File: src/rtl/usbf_cdc_pkg.sv
// usbf_cdc_pkg: shared constants for the USB function clock-domain-crossing synchronisers.
package usbf_cdc_pkg;
   localparam int USBF_CDC_STAGES_DEF = 2;
   localparam int USBF_CDC_STAGES_MIN = 2;
   localparam int USBF_CDC_STAGES_MAX = 4;
   localparam int USBF_CDC_FCNT_W     = 4;
endpackage

File: src/rtl/usbf_cdc_chain.sv
// usbf_cdc_chain: W-bit, STAGES-deep synchroniser flop chain, asynchronously cleared to 0.
module usbf_cdc_chain
   import usbf_cdc_pkg::*;
#(
   parameter int W      = 1,
   parameter int STAGES = USBF_CDC_STAGES_DEF
) (
   input  logic         clk,
   input  logic         rstn,
   input  logic [W-1:0] d,
   output logic [W-1:0] q
);
   logic [STAGES-1:0][W-1:0] r;
   always_ff @(posedge clk or negedge rstn)
      if (!rstn) r <= '0;
      else       r <= {r[STAGES-2:0], d};
   assign q = r[STAGES-1];
endmodule

File: src/rtl/usbf_cdc_rx_bank.sv
// usbf_cdc_rx_bank: destination-side synchroniser bank (toggle events, levels, qualified bus, line-state filter).
// Optional glitch filter on the line-state channel is enabled by defining USBF_CDC_FILT_EN.
module usbf_cdc_rx_bank
   import usbf_cdc_pkg::*;
#(
   parameter int STAGES   = USBF_CDC_STAGES_DEF,
   parameter int N_TGL    = 4,
   parameter int N_LVL    = 8,
   parameter int BUS_W    = 16,
   parameter int FILT_W   = 2,
   parameter int FILT_CNT = 4
) (
   input  logic              hclk_i,
   input  logic              rstn_i,
   input  logic [N_TGL-1:0]  tgl_i,
   output logic [N_TGL-1:0]  pulse_o,
   input  logic [N_LVL-1:0]  lvl_i,
   output logic [N_LVL-1:0]  lvl_o,
   input  logic [BUS_W-1:0]  bus_i,
   input  logic              bus_tgl_i,
   output logic [BUS_W-1:0]  bus_o,
   output logic              bus_vld_o,
   input  logic [FILT_W-1:0] filt_i,
   output logic [FILT_W-1:0] filt_o,
   output logic              filt_chg_o
);
   if (STAGES < USBF_CDC_STAGES_MIN || STAGES > USBF_CDC_STAGES_MAX) begin : g_bad_stages
      $error("usbf_cdc_rx_bank: STAGES out of range");
   end
   if (FILT_CNT < 1 || FILT_CNT > 15) begin : g_bad_filt_cnt
      $error("usbf_cdc_rx_bank: FILT_CNT out of range");
   end

   localparam logic [2:0] WARM_END = 3'(STAGES + 1);

   logic [N_TGL-1:0]  t_sync, t_ref;
   logic              b_sync, b_ref;
   logic [FILT_W-1:0] f_sync;
   logic [2:0]        wcnt;
   logic              warm;

   usbf_cdc_chain #(.W(N_TGL),  .STAGES(STAGES)) u_tgl  (.clk(hclk_i), .rstn(rstn_i), .d(tgl_i),     .q(t_sync));
   usbf_cdc_chain #(.W(N_LVL),  .STAGES(STAGES)) u_lvl  (.clk(hclk_i), .rstn(rstn_i), .d(lvl_i),     .q(lvl_o));
   usbf_cdc_chain #(.W(1),      .STAGES(STAGES)) u_btgl (.clk(hclk_i), .rstn(rstn_i), .d(bus_tgl_i), .q(b_sync));
   usbf_cdc_chain #(.W(FILT_W), .STAGES(STAGES)) u_filt (.clk(hclk_i), .rstn(rstn_i), .d(filt_i),    .q(f_sync));

   // References keep tracking during warm-up so levels present at reset release never look like events
   assign warm = wcnt != WARM_END;

   always_ff @(posedge hclk_i or negedge rstn_i)
      if (!rstn_i) wcnt <= '0;
      else if (warm) wcnt <= wcnt + 3'd1;

   always_ff @(posedge hclk_i or negedge rstn_i)
      if (!rstn_i) begin
         t_ref   <= '0;
         pulse_o <= '0;
      end else begin
         t_ref   <= t_sync;
         pulse_o <= warm ? '0 : t_sync ^ t_ref;
      end

   // bus_i is only sampled once the synchronised toggle shows it has been stable for STAGES cycles
   always_ff @(posedge hclk_i or negedge rstn_i)
      if (!rstn_i) begin
         b_ref     <= 1'b0;
         bus_o     <= '0;
         bus_vld_o <= 1'b0;
      end else begin
         b_ref     <= b_sync;
         bus_vld_o <= !warm && (b_sync != b_ref);
         if (!warm && (b_sync != b_ref)) bus_o <= bus_i;
      end

`ifdef USBF_CDC_FILT_EN
   localparam logic [USBF_CDC_FCNT_W-1:0] FCNT = USBF_CDC_FCNT_W'(FILT_CNT);

   logic [FILT_W-1:0]          f_prev;
   logic [USBF_CDC_FCNT_W-1:0] f_cnt;

   // A new value must hold FILT_CNT consecutive cycles before it is accepted
   always_ff @(posedge hclk_i or negedge rstn_i)
      if (!rstn_i) begin
         f_prev     <= '0;
         f_cnt      <= '0;
         filt_o     <= '0;
         filt_chg_o <= 1'b0;
      end else begin
         f_prev     <= f_sync;
         filt_chg_o <= 1'b0;
         if (warm) begin
            filt_o <= f_sync;
            f_cnt  <= '0;
         end else if (f_sync != f_prev || f_sync == filt_o) begin
            f_cnt <= '0;
         end else if (f_cnt + 1'b1 == FCNT) begin
            filt_o     <= f_sync;
            f_cnt      <= '0;
            filt_chg_o <= 1'b1;
         end else begin
            f_cnt <= f_cnt + 1'b1;
         end
      end
`else
   always_ff @(posedge hclk_i or negedge rstn_i)
      if (!rstn_i) begin
         filt_o     <= '0;
         filt_chg_o <= 1'b0;
      end else begin
         filt_o     <= f_sync;
         filt_chg_o <= !warm && (f_sync != filt_o);
      end
`endif
endmodule

File: config.mk
export PLATFORM = sky130hd
export DESIGN_NAME = usbf_cdc_rx_bank
export DESIGN_NICKNAME = d
export VERILOG_FILES = /design/src/rtl/usbf_cdc_pkg.sv /design/src/rtl/usbf_cdc_chain.sv /design/src/rtl/usbf_cdc_rx_bank.sv
export SDC_FILE = /design/constraint.sdc
export NUM_CORES = 1
export LEC_CHECK = 0
export ABC_CLOCK_PERIOD_IN_PS = 2550
export BUFFER_PORTS_ARGS = -buffer_cell sky130_fd_sc_hd__buf_2
export CAP_MARGIN = 20
export CORE_MARGIN = 2
export CORE_UTILIZATION = 40
export CTS_BUF_LIST = sky130_fd_sc_hd__clkbuf_4 sky130_fd_sc_hd__clkbuf_8 sky130_fd_sc_hd__clkbuf_16
export DETAILED_ROUTE_END_ITERATION = 10
export GPL_TIMING_DRIVEN = 0
export PLACE_DENSITY = 0.65
export SLEW_MARGIN = 20
export SYNTH_ARGS = -nofsm -noshare
export SYNTH_HDL_FRONTEND = slang
export SYNTH_SLANG_ARGS = --single-unit
File: constraint.sdc
create_clock -name hclk_i -period 2.55 [get_ports hclk_i]
set_input_delay 0.255 -clock hclk_i [delete_from_list [all_inputs] [get_ports hclk_i]]
set_output_delay 0.255 -clock hclk_i [all_outputs]
set_load 0.02 [all_outputs]
==> results by group <==
Run status
  • Outcome: finished, violations left
  • Violated checks: negative hold slack

Detailed routing
  • Met1 wire length: 1209 um
  • Via density per instance: 4.195
  • DR DRC count: 0
  • Number of detailed-route iterations in the first pass: 2
  • DRT Wirelength: 3229 um
  • Count of antenna-violating nets left after detailed routing: 0
  • DR vias: 1078
  • Iteration-0 DRC count of the detailed router: 43
  • DR top layer: met4
  • Routed len/inst: 12.56 um
  • Met2 Routed Length: 1698 um
  • Met3 wire length: 240 um

Worst setup path
  • Worst Setup Path Type: reg -> reg
  • Critical path startpoint category: flip-flop
  • Data arrival, critical path: 1.95 ns
  • Capturing element type of the critical path: flip-flop
  • Required time of the critical path: 2.76 ns
  • Top fanout value on the critical path: 10

Clocking
  • Cell at the root of the clock tree: sky130_fd_sc_hd__clkbuf_8
  • Clock insertion delay at the later pin of the skew report: 0.33 ns
  • Clock edge transition at the registers on the reported setup and hold paths: 0.06 ns
  • CTS Buf Count: 9
  • Max clock buf depth: 2
  • Number of sinks driven by the clock tree: 62
  • Number of buffers inserted to repair setup after CTS: 0
  • H-tree Lvls: 3
  • Clock tree from TritonCTS: done
  • Resized Gates After CTS: 0

Timing
  • Clock skew: 0.006159 ns
  • Post-route clock period utilization: 68.07%
  • Total setup violations reported at the end of the flow: 0
  • Transition at the pin with the smallest max-transition slack: 0.7282 ns
  • Setup Total Neg Slack: 0 ns
  • Final worst slack: 0.8141 ns
  • Worst slew margin relative to its limit: 51.45%
  • Max Transition Viols Final: 0
  • Clock period minus worst slack: 1.736 ns
  • Final Hold Fails: 37
  • Setup repair after global routing missed its margin: no
  • Smallest hold slack: -0.01997 ns
  • Max Clock Freq: 576.1 MHz

Layout
  • Relative area change from synthesis to final layout: 32.52%
  • Net count of the finished layout: 221
  • Number of fillers in the final layout: 410
  • Fraction of layout instances using a drive strength above 1: 56.32%
  • Fin cells: 257
  • Antenna fix cells: 0
  • Finished Core Util: 55.71%

Floorplanning
  • Overall die width: 74.92 um
  • Boundary Pins: 65
  • Die Span Y: 74.92 um
  • Effective utilization at floorplan: 42.04%
  • Site row count: 25
  • Die area: 5613 um2
  • Placeable Area: 4786 um2

Place
  • Buffers added on ports: 64
  • Total half-perimeter wirelength after legalization and detailed placement: 2209 um
  • DP Worst Slack: 0.8045 ns
  • Routability-driven placement congestion ratio: 0.6176
  • Number of cells in the design after placement: 239

Synthesis
  • Register area share after synthesis: 77.11%
  • Synth Register Bits: 62
  • Synthesized cell area: 2012 um2
  • Syn Nets: 144
  • Cells after synthesis: 108
  • Average size of a mapped cell: 18.63 um2
  • Count of warnings emitted by yosys: 0
  • Count of cell types in the netlist: 13

Power
  • Static leakage: 1.322 nW
  • Power Dens Cells: 874.3 nW/um2
  • Pwr Total: 2.331 mW
  • Peak supply drop: 0.0004481 V

Global route
  • All-layer global routing usage: 13.19%
  • Antenna violations before repair: 0
  • Number of global-route vias before repair: 1142
  • First-pass GRT wire length: 5126 um
  • Largest net degree at the start of global routing: 63
  • Overall overflow remaining after global route: 0

Hold path
  • Classification of the worst-slack hold path: in -> async

Flow run
  • Number of max-cap violations: 0
==> placed cells by master (no fill, tap or decap) <==
master                          synthesis  layout
sky130_fd_sc_hd__a21boi_0               1       1
sky130_fd_sc_hd__and2_1                 4       4
sky130_fd_sc_hd__buf_2                  0      63
sky130_fd_sc_hd__buf_4                  8       9
sky130_fd_sc_hd__buf_6                  1       1
sky130_fd_sc_hd__bufinv_16              0       2
sky130_fd_sc_hd__clkbuf_4               0       3
sky130_fd_sc_hd__clkbuf_8               0      10
sky130_fd_sc_hd__clkinvlp_4             0       1
sky130_fd_sc_hd__dfrtp_1               62      62
sky130_fd_sc_hd__dlygate4sd3_1          0       2
sky130_fd_sc_hd__ha_1                   3       3
sky130_fd_sc_hd__inv_1                  2       2
sky130_fd_sc_hd__mux2_2                 8       8
sky130_fd_sc_hd__mux2_4                 9       9
sky130_fd_sc_hd__mux2i_1                1       1
sky130_fd_sc_hd__nand2_2                1       1
sky130_fd_sc_hd__xnor2_1                3       3
sky130_fd_sc_hd__xor2_1                 5       5
==> what timing repair did <==
item / CTS / global route
hold buffers: 0 / 2
endpoints found under the hold margin: 0 / 2
setup endpoints to repair: 0 / 0
==> through the flow <==
stage	cell area, um2	hold WS, ns
floorplan	2012	-0.04059
global placement	2416	0.3316
detailed placement	2419	0.3347
CTS	2646	0.005992
global route	2666	0.001806
finish	2666	-0.01997
==> sequential cells by signal (all words and copies together), names as in the netlist <==
name and flops:
b_ref 1, bus_o 16, bus_vld_o 1, filt_chg_o 1
filt_o 2, pulse_o 4, t_ref 4, u_btgl.q 1
u_btgl.r 1, u_filt.q 2, u_filt.r 2, u_lvl.q 8
u_lvl.r 8, u_tgl.q 4, u_tgl.r 4, wcnt 3
==> kinds of logic (layout without fill, tap and decap cells) <==
kind of cell	count (synthesis)	count (layout)	share of synthesized area, %
flip-flops	62	62	77.11
XOR/XNOR	8	8	3.483
AND/OR/NAND/NOR	5	5	1.555
AO/OA/AOI/OAI	1	1	0.3733
multiplexers	18	18	11.69
adder cells (fa/ha/maj)	3	3	1.866
buffers and inverters	11	93	3.918
==> power by group <==
part	internal, mW	switching, mW
Sequential	1.06	0.0339
Clock	0.610	0.353
Combinational	0.126	0.147
Total	1.80	0.534
==> layout make-up <==
type / count / area, um2 / area share [%]
timing repair buffer: 66 / 342.8 / 12.86
multi-input combinational: 35 / 381.6 / 14.31
sequential: 62 / 1551 / 58.19
clock buffer: 13 / 160.2 / 6.007
clock inverter: 3 / 67.56 / 2.534
inverter: 2 / 7.507 / 0.2816
buffer: 9 / 71.32 / 2.675
tap: 67 / 83.83 / 3.144
==> synthesized netlist by cell type <==
master / number / area share (%)
sky130_fd_sc_hd__and2_1: 4 / 1.2
sky130_fd_sc_hd__nand2_2: 1 / 0.31
sky130_fd_sc_hd__buf_4: 8 / 3.0
sky130_fd_sc_hd__mux2i_1: 1 / 0.50
sky130_fd_sc_hd__xor2_1: 5 / 2.2
sky130_fd_sc_hd__mux2_2: 8 / 4.5
sky130_fd_sc_hd__ha_1: 3 / 1.9
sky130_fd_sc_hd__inv_1: 2 / 0.37
sky130_fd_sc_hd__mux2_4: 9 / 6.7
sky130_fd_sc_hd__a21boi_0: 1 / 0.37
sky130_fd_sc_hd__xnor2_1: 3 / 1.3
sky130_fd_sc_hd__buf_6: 1 / 0.56
sky130_fd_sc_hd__dfrtp_1: 62 / 77
==> per-layer routing <==
metal	up-vias	GRT usage [%]
li1	492	-
met1	544	14.07
met2	36	20.57
met3	6	6.961
met4	0	8.333
met5	-	0
==> final timing paths <==
check / from / endpoint / slack (ns) / depth (start not counted)
max in group asynchronous: rstn_i / bus_o[7] / 2.08 / 1
min in group hclk_i: lvl_i[5] / u_lvl.r[5] / 0.02 / 1
min: rstn_i / u_lvl.r[7] / -0.02 / 1
max reg2reg: wcnt[0] / bus_o[11] / 0.81 / 5
min reg2reg: u_lvl.r[0] / u_lvl.q[0] / 0.35 / 0
max: wcnt[0] / bus_o[11] / 0.81 / 5
==> worst max-delay path, cell delays in order (launching register included) <==
cell                      delay [ns]
sky130_fd_sc_hd__dfrtp_1        0.39
sky130_fd_sc_hd__ha_1           0.23
sky130_fd_sc_hd__ha_1           0.27
sky130_fd_sc_hd__nand2_2        0.21
sky130_fd_sc_hd__buf_6          0.21
sky130_fd_sc_hd__mux2_4         0.32
(Power assumes the default switching activity.)
